## config.mk

```make
export PLATFORM = sky130hd
export DESIGN_NAME = tx_hex_arbiter
export DESIGN_NICKNAME = d
export VERILOG_FILES = /design/src/rtl/tx_hex_arbiter.sv
export SDC_FILE = /design/constraint.sdc
export NUM_CORES = 1
export LEC_CHECK = 0
export BUFFER_PORTS_ARGS = -buffer_cell sky130_fd_sc_hd__buf_2
export CORE_AREA = 3 3 79 81
export CTS_CLUSTER_DIAMETER = 30
export CTS_CLUSTER_SIZE = 20
export DETAILED_ROUTE_END_ITERATION = 12
export DIE_AREA = 0 0 82 84
export PLACE_DENSITY_LB_ADDON = 0.3
export SLEW_MARGIN = 10
export SYNTH_ARGS = -nofsm -noshare
export SYNTH_HDL_FRONTEND = slang
export SYNTH_SLANG_ARGS = --single-unit
```

## constraint.sdc

```tcl
create_clock -name clk -period 5.9 [get_ports clk]
set_clock_uncertainty 0.05 [all_clocks]
set_input_delay 1.475 -clock clk [delete_from_list [all_inputs] [get_ports clk]]
set_output_delay 1.475 -clock clk [all_outputs]
set_load 0.05 [all_outputs]
```

## src/rtl/tx_hex_arbiter.sv

```systemverilog
`default_nettype none
// ============================================================================
// Module   : tx_hex_arbiter
// Purpose  : Shares one AVR UART transmit channel between NREQ 32-bit
//            reporting sources. Requesters are granted round-robin. The
//            granted value is latched, and then a newline plus DIGITS
//            lowercase ASCII hex characters are streamed to avr_interface.
//            The tx_busy / tx_block flow control is honoured throughout.
//
// Parameters:
//   NREQ        number of requesters (1..8)
//   DIGITS      hex digits per report (1..8)
//
// Ports:
//   clk          in   system clock
//   rst          in   asynchronous active-high reset
//   req_valid    in   [NREQ]      requester i has a value to print
//   req_data     in   [32*NREQ]   value i at bits [32*i+31:32*i]
//   req_ack      out  [NREQ]      one-cycle grant pulse (value captured)
//   tx_data      out  [8]         byte to avr_interface
//   new_tx_data  out  1           one-cycle strobe, tx_data valid
//   tx_busy      in   1           UART transmitter busy
//   tx_block     in   1           AVR receive buffer full
//   busy         out  1           report in progress
//
// Build option:
//   TX_ARB_MSB_FIRST_EN  when defined, digits are sent most-significant
//                        nibble first. Otherwise the least-significant
//                        nibble is sent first.
//
// Revision : 1.0  initial release
// ============================================================================
module tx_hex_arbiter #(
    parameter int NREQ   = 3,
    parameter int DIGITS = 8
) (
    input  logic                 clk,
    input  logic                 rst,
    input  logic [NREQ-1:0]      req_valid,
    input  logic [32*NREQ-1:0]   req_data,
    output logic [NREQ-1:0]      req_ack,
    output logic [7:0]           tx_data,
    output logic                 new_tx_data,
    input  logic                 tx_busy,
    input  logic                 tx_block,
    output logic                 busy
);

    localparam int          PW        = (NREQ > 1) ? $clog2(NREQ) : 1;
    localparam logic [PW-1:0] c_ptr_rst = PW'(NREQ - 1);
    localparam logic [3:0]  c_digits  = 4'(DIGITS);

    typedef enum logic [1:0] {
        ST_IDLE = 2'd0,
        ST_EMIT = 2'd1,
        ST_HOLD = 2'd2
    } state_t;

    state_t          r_state;
    logic [PW-1:0]   r_ptr;
    logic [3:0]      r_idx;
    logic [31:0]     r_value;

    state_t          w_state_nxt;
    logic [PW-1:0]   w_ptr_nxt;
    logic [3:0]      w_idx_nxt;
    logic [31:0]     w_value_nxt;
    logic [NREQ-1:0] w_ack_nxt;
    logic [7:0]      w_tx_data_nxt;
    logic            w_strobe_nxt;

    logic            w_any;
    logic [PW-1:0]   w_gnt_idx;
    logic [NREQ-1:0] w_gnt_onehot;
    logic [31:0]     w_gnt_data;

    logic [3:0]      w_nib_pos;
    logic [3:0]      w_nib;
    logic [7:0]      w_char;

    // ------------------------------------------------------------------
    // Round-robin selection. The first pass covers the wrapped candidates
    // (index <= pointer). The second pass covers the candidates after the
    // pointer, and it overrides the first pass. Each pass scans downward,
    // so the lowest index of each group wins. As a result, the first
    // asserted index after the pointer is chosen, wrapping around.
    // ------------------------------------------------------------------
    always_comb begin
        w_any        = 1'b0;
        w_gnt_idx    = '0;
        w_gnt_data   = '0;
        w_gnt_onehot = '0;
        for (int i = NREQ - 1; i >= 0; i--) begin
            if (req_valid[i] && (i <= int'(r_ptr))) begin
                w_any      = 1'b1;
                w_gnt_idx  = PW'(i);
                w_gnt_data = req_data[32*i +: 32];
            end
        end
        for (int i = NREQ - 1; i >= 0; i--) begin
            if (req_valid[i] && (i > int'(r_ptr))) begin
                w_any      = 1'b1;
                w_gnt_idx  = PW'(i);
                w_gnt_data = req_data[32*i +: 32];
            end
        end
        for (int i = 0; i < NREQ; i++) begin
            w_gnt_onehot[i] = w_any && (PW'(i) == w_gnt_idx);
        end
    end

    // ------------------------------------------------------------------
    // Character generation. Index 0 is the newline. Indices 1..DIGITS
    // select a nibble of the captured value.
    // ------------------------------------------------------------------
    always_comb begin
`ifdef TX_ARB_MSB_FIRST_EN
        w_nib_pos = c_digits - r_idx;
`else
        w_nib_pos = r_idx - 4'd1;
`endif
        w_nib = 4'(r_value >> {w_nib_pos, 2'b00});
        if (r_idx == 4'd0) begin
            w_char = 8'h0A;
        end else if (w_nib < 4'd10) begin
            w_char = 8'h30 + {4'h0, w_nib};
        end else begin
            // 0x61 - 10 = 0x57, so that nibble 10 maps to 'a'.
            w_char = 8'h57 + {4'h0, w_nib};
        end
    end

    // ------------------------------------------------------------------
    // State register. All outputs except busy are registered, so an
    // asynchronous reset clears them at once without a strobe glitch.
    // ------------------------------------------------------------------
    always_ff @(posedge clk or posedge rst) begin
        if (rst) begin
            r_state     <= ST_IDLE;
            r_ptr       <= c_ptr_rst;
            r_idx       <= 4'd0;
            r_value     <= 32'd0;
            req_ack     <= '0;
            tx_data     <= 8'h00;
            new_tx_data <= 1'b0;
        end else begin
            r_state     <= w_state_nxt;
            r_ptr       <= w_ptr_nxt;
            r_idx       <= w_idx_nxt;
            r_value     <= w_value_nxt;
            req_ack     <= w_ack_nxt;
            tx_data     <= w_tx_data_nxt;
            new_tx_data <= w_strobe_nxt;
        end
    end

    // ------------------------------------------------------------------
    // Next-state logic.
    // ------------------------------------------------------------------
    always_comb begin
        w_state_nxt   = r_state;
        w_ptr_nxt     = r_ptr;
        w_idx_nxt     = r_idx;
        w_value_nxt   = r_value;
        w_ack_nxt     = '0;
        w_tx_data_nxt = tx_data;
        w_strobe_nxt  = 1'b0;

        case (r_state)
            ST_IDLE: begin
                if (w_any) begin
                    w_ack_nxt   = w_gnt_onehot;
                    w_value_nxt = w_gnt_data;
                    w_ptr_nxt   = w_gnt_idx;
                    w_idx_nxt   = 4'd0;
                    w_state_nxt = ST_EMIT;
                end
            end
            ST_EMIT: begin
                if (!tx_busy && !tx_block) begin
                    w_tx_data_nxt = w_char;
                    w_strobe_nxt  = 1'b1;
                    w_state_nxt   = ST_HOLD;
                end
            end
            ST_HOLD: begin
                // Avoids sampling tx_busy before avr_interface has raised it.
                if (r_idx == c_digits) begin
                    w_state_nxt = ST_IDLE;
                end else begin
                    w_idx_nxt   = r_idx + 4'd1;
                    w_state_nxt = ST_EMIT;
                end
            end
            default: begin
                w_state_nxt = ST_IDLE;
            end
        endcase
    end

    assign busy = (r_state != ST_IDLE);

endmodule
`default_nettype wire

```

### Word level (Yosys, flattened, before mapping)

Cells that the tools add are included.

| storage, ports and cells | value |
|---|---|
| word-level logic and storage cells | 72 |
| output and inout port bits | 13 |
| bits in registers | 52 |

| operators by class | value |
|---|---|
| shifts and indexed selects | 1 |
| reduce and logical (&&, ||, !) cells | 19 |
| $lt $le $gt $ge | 5 |
| mux-type cells | 28 |
| add/subtract/negate cells | 4 |
| equal/unequal tests | 8 |

Operators by type and width:

| operator | count |
|---|---|
| 32-bit 2-to-1 mux | 5 |
| 32-bit by 6-bit >> shifter with 4-bit output | 1 |
| 8-bit 2-to-1 mux | 2 |
| 2-bit 2-to-1 mux | 7 |
| 7-bit by 4-bit adder with 8-bit output (first input constant) | 1 |
| 1-bit logical AND | 8 |
| 1-bit 2-to-1 mux | 8 |
| 4-bit 2-to-1 mux | 2 |
| 4-bit one-hot mux with 2 select lines | 1 |
| 6-bit by 4-bit adder with 7-bit output (first input constant) | 1 |
| 3-bit 2-to-1 mux | 2 |
| 2-bit inequality test (second input constant) | 3 |
| 2-bit one-hot mux with 3 select lines | 1 |
| 2-bit AND reduction | 3 |
| 4-bit by 1-bit adder with 4-bit output (second input constant) | 1 |
| 4-bit == test (second input constant) | 1 |
| 2-bit zero test | 2 |
| 4-bit zero test | 1 |
| 4-bit less-than comparator (second input constant) | 1 |
| 2-bit nonzero test | 2 |
| 4-bit by 1-bit subtractor with 4-bit output (second input constant) | 1 |
| 3-bit AND reduction | 1 |
| 1-bit by 2-bit == test with 1-bit output (first input constant) | 1 |
| 2-bit by 1-bit == test with 1-bit output (second input constant) | 1 |
| 7 further kinds | 8 |

### Logic depth before layout (Yosys ltp)

| logic depth | value |
|---|---|
| depth in word-level cells | 11 |
| depth in mapped cells | 12 |
| depth with buffers taken out | 9 |

### Least setup slack after synthesis

OpenSTA, ideal clock, no wires.

| timing path | value |
|---|---|
| kind | input to register |
| start | input port tx_block |
| end | register tx_data[0] |
| required time | 5786 ps |
| path buffers | 1 |
| stages | 6 |
| library setup time | 64 ps |
| arrival | 2589 ps |
| path slack | 3197 ps |
| cell sequence | or3_1 -> buf_2 -> inv_2 -> o21ai_1 -> nor4_1 -> or3_1 |

| between the ends | value |
|---|---|
| longest elaborated chain between the ends | 3 |

Ends and longest elaborated chain:

| element | line | source |
|---|---|---|
| start, declared | 45 | `input logic tx_block,` |
| 1-bit zero test | 180 | `if (!tx_busy && !tx_block) begin` |
| 1-bit logical AND | 180 |  |
| 2-bit AND reduction (no line) | -- |  |
| end signal, assigned | 152 | `tx_data <= w_tx_data_nxt;` |
| end, declared | 42 | `output logic [7:0] tx_data,` |

No other way between the ends.
A chain may end at the register's enable or synchronous reset.

### Worst setup path in the final report

| timing path | value |
|---|---|
| start | register r_idx[0] |
| end | register tx_data[2] |

| between the ends | value |
|---|---|
| longest elaborated chain between the ends | 5 |
| elaborated cells between the ends (all ways) | 8 |

Ends and longest elaborated chain:

| element | line | source |
|---|---|---|
| start, declared | 61 | `logic [3:0] r_idx;` |
| start signal, assigned | 149 | `r_idx <= w_idx_nxt;` |
| 4-bit by 1-bit subtractor with 4-bit output | 120 | `w_nib_pos = r_idx - 4'd1;` |
| 32-bit by 6-bit >> shifter with 4-bit output | 122 | `w_nib = 4'(r_value >> {w_nib_pos, 2'b00});` |
| 7-bit by 4-bit adder with 8-bit output, or another cell as far along | 129 | `w_char = 8'h57 + {4'h0, w_nib};` |
| 8-bit 2-to-1 mux | 125 | `end else if (w_nib < 4'd10) begin` |
| 8-bit 2-to-1 mux * | 123 | `if (r_idx == 4'd0) begin` |

Every way passes the cells marked *; elsewhere a longest branch is shown, timed or not.

==> impl_results.md <==
* Syn nets at roughly 390
* Largest net degree at the start of global routing at between 70 and 80
* Final Hold Fails at 0
* Initial core utilization at about half
* Top delay family on crit path: adder cells
* Final WL at slightly below 7 mm
* Worst endpoint required time at ~6 ns
* GPL Wtd Cong at slightly below 0.9
* CTS root buf: clkbuf_8
* EDFF count, synth at 0
* Crit-path max cell delay at about 0.83 ns
* Startpoint Class: flip-flop
* Max_cap viols at 0
* Area of the mapped netlist at ~0.0028 mm^2
* TNS Setup at 0 ns
* Max Root-Sink Buffers at 2
* Clk slew on worst S/H paths at 0.08 ns
* Global-route usage over all layers at between 20% and 30%
* Crit path cell chain: inv_1, ha_1, mux2i_1, a311oi_1, and4_4, inv_2, ha_1, and4_1, a221o_1
* Endpoints failing setup at 0
* Drt first-iter violations at 200
* Top cells by area, synth: dfrtp_1, a222oi_1, o21ai_1, nand2_1, mux2i_1
* DP Worst Slack at ~2.6 ns
* First-pass GRT wire length at 11.6 mm
* Final max-slew violation count at 0
* Die ar. at between 0.006 and 0.007 mm^2
* Leak at between 1.5 and 2 nW
* Post-route cell area at around 0.0034 mm^2
* Reg2Reg Setup Slack at between 2 and 3 ns
* DIE WIDTH at 82 um
* Seq/Total Area, Yosys at 45.7%
* Max IR drop VDD at ~0.22 mV
* Worst-Margin Slew at around 1.1 ns
* DP HPWL at ~5.3 mm
* DRC at 0
* CP bufs+invs at 2
* Hold slack final at 0.427 ns
* 1st-pass router iterations at 8
* Crit-path max FO at 15
* Synth top cells by count: dfrtp_1, nand2_1, o21ai_1, a222oi_1, clkbuf_1
* Cells after Synth at between 200 and 300
* Post-Syn Area per Cell at around 10 um^2
* Synth cell types at 46
* Status: finished, final reports clean
* PnR Total Power at approximately 1.5 mW
* Post-synth top area share at ~45%
* Ys async rst share at 100%
* Postcts setup bufs at 0
* Post_cts resized at 0
* Gr ovfl total at 0
* Vias in the first global route at 2446
* CP Capture Type: flip-flop
* DR vias at approximately 2600
* Post-synth top flop: dfrtp_1
* Worst rel slew slack at about a quarter
* WL/cell at between 15 and 20 um
* Placed cell areas at roughly 0.0033 mm^2
* CTS buffer count at 5
* Antenna violations before repair at 0
* Row cnt at 27
* Area growth from synthesis to layout at 23.2%
* Crit path max-delay cell type: ha_1
* Share of post-route cells with drive strength above 1 at 35.5%
* Port-buffer cells at 114
* Vias per inst at between 5 and 6
* Tcrit/Tclk final at between 50% and 60%
* Critical Path AT at 3.52 ns
* H-tree levels at 2
* Antenna-violating nets left at 0
* Most frequent cell after synthesis: dfrtp_1
* Cell taking the most area after synthesis: dfrtp_1
* Critical path class: reg2reg
* Most used cell, CP: ha_1
* Fin nets at 486
* RSZ-0062 raised after global routing: no
* F_max at slightly below 300 MHz
* Power Dens Cells at between 400 and 500 mW/mm^2
* Die height at about 84 um
* TritonCTS clock tree: yes
* # IOs at approximately 120
* Min cycle time layout at ~3.4 ns
* Worst min-delay path class: reg2reg
* Final worst slack at about 2.5 ns
* Core Footprint at around 0.0055 mm^2
* Yosys reg bits at 51
* ANT cells at 0
* Hold buffer count at cts at 0
* Clock Sinks at just over 50
* Fill cells at 488
* Ys Warns at 0
* Clk_lat worst skew at 0.30 ns
per-stage QoR:
stage	std cells	util (%)
after floorplan	282	-
after global placement	444	60.3
after detailed placement	444	60.3
after CTS	452	62.1
after global routing	452	62.2
final	452	62.2
final cells by class:
class	instances	area, um^2	area share, %
Tap cell	72	90.1	2.61
Sequential cell	51	1280	37.1
Clock buffer	8	100	2.90
Multi-Input combinational cell	198	1370	39.9
Timing Repair Buffer	114	571	16.6
Inverter	9	33.8	0.980
flip-flops by register name, indices dropped and copies added (netlist names):
signal / cells
r_ptr: 2
tx_data: 7
r_value: 32
r_state: 2
r_idx: 4
req_ack: 3
new_tx_data: 1
worst min-delay path: cells and delay by family, from the launching register on:
family,cells,cell delay (ns)
flops,1,0.34
simple gates,2,0.11
logic make-up (layout without fill, tap and decap cells):
group | count (synthesis) | count (layout) | share of synthesized area [%]
AND/OR/NAND/NOR | 80 | 80 | 13.9
flip-flops | 51 | 51 | 45.7
buffers and inverters | 33 | 131 | 5.59
XOR/XNOR | 4 | 4 | 1.79
adder cells (fa/ha/maj) | 4 | 4 | 1.79
multiplexers | 14 | 14 | 6.04
other | 1 | 1 | 0.134
AO/OA/AOI/OAI | 95 | 95 | 25.1
report_power, final:
part	internal (mW)	leakage, nW	switching, mW	total, mW
combinational	0.269	0.929	0.440	0.709
sequential	0.485	0.649	0.0901	0.575
clock	0.107	0.0515	0.108	0.215
layout by cell type (no fill, tap or decap), types with 5 or more instances in the layout:
cell	n
mux2i_1	12
nand2_1	38
dfrtp_1	50
nor2_1	8
buf_2	114
clkbuf_8	7
inv_1	5
a222oi_1	32
o21ai_1	36
nand3_1	11
layer usage:
layer | up-vias | share of wire [%] | global-route usage (%)
met4 | 0 | 1.1 | 4.98
li1 | 1279 | - | -
met5 | - | 0 | 0
met1 | 1240 | 44 | 29.7
met3 | 7 | 5.8 | 4.32
met2 | 86 | 49 | 33.7
path summary, 6_finish.rpt:
| path | from | to | cells after the start |
|---|---|---|---|
| worst max-delay path | r_idx[0] | tx_data[2] | 9 |
| worst min-delay path | tx_data[5] | tx_data[5] | 2 |
| worst max register to register | r_idx[0] | tx_data[2] | 9 |
| worst min register to register | tx_data[5] | tx_data[5] | 2 |
| max in group asynchronous | rst | r_value[10] | 2 |
| min in group asynchronous | rst | req_ack[2] | 2 |
Note: power is estimated with default switching activity, not from simulation.
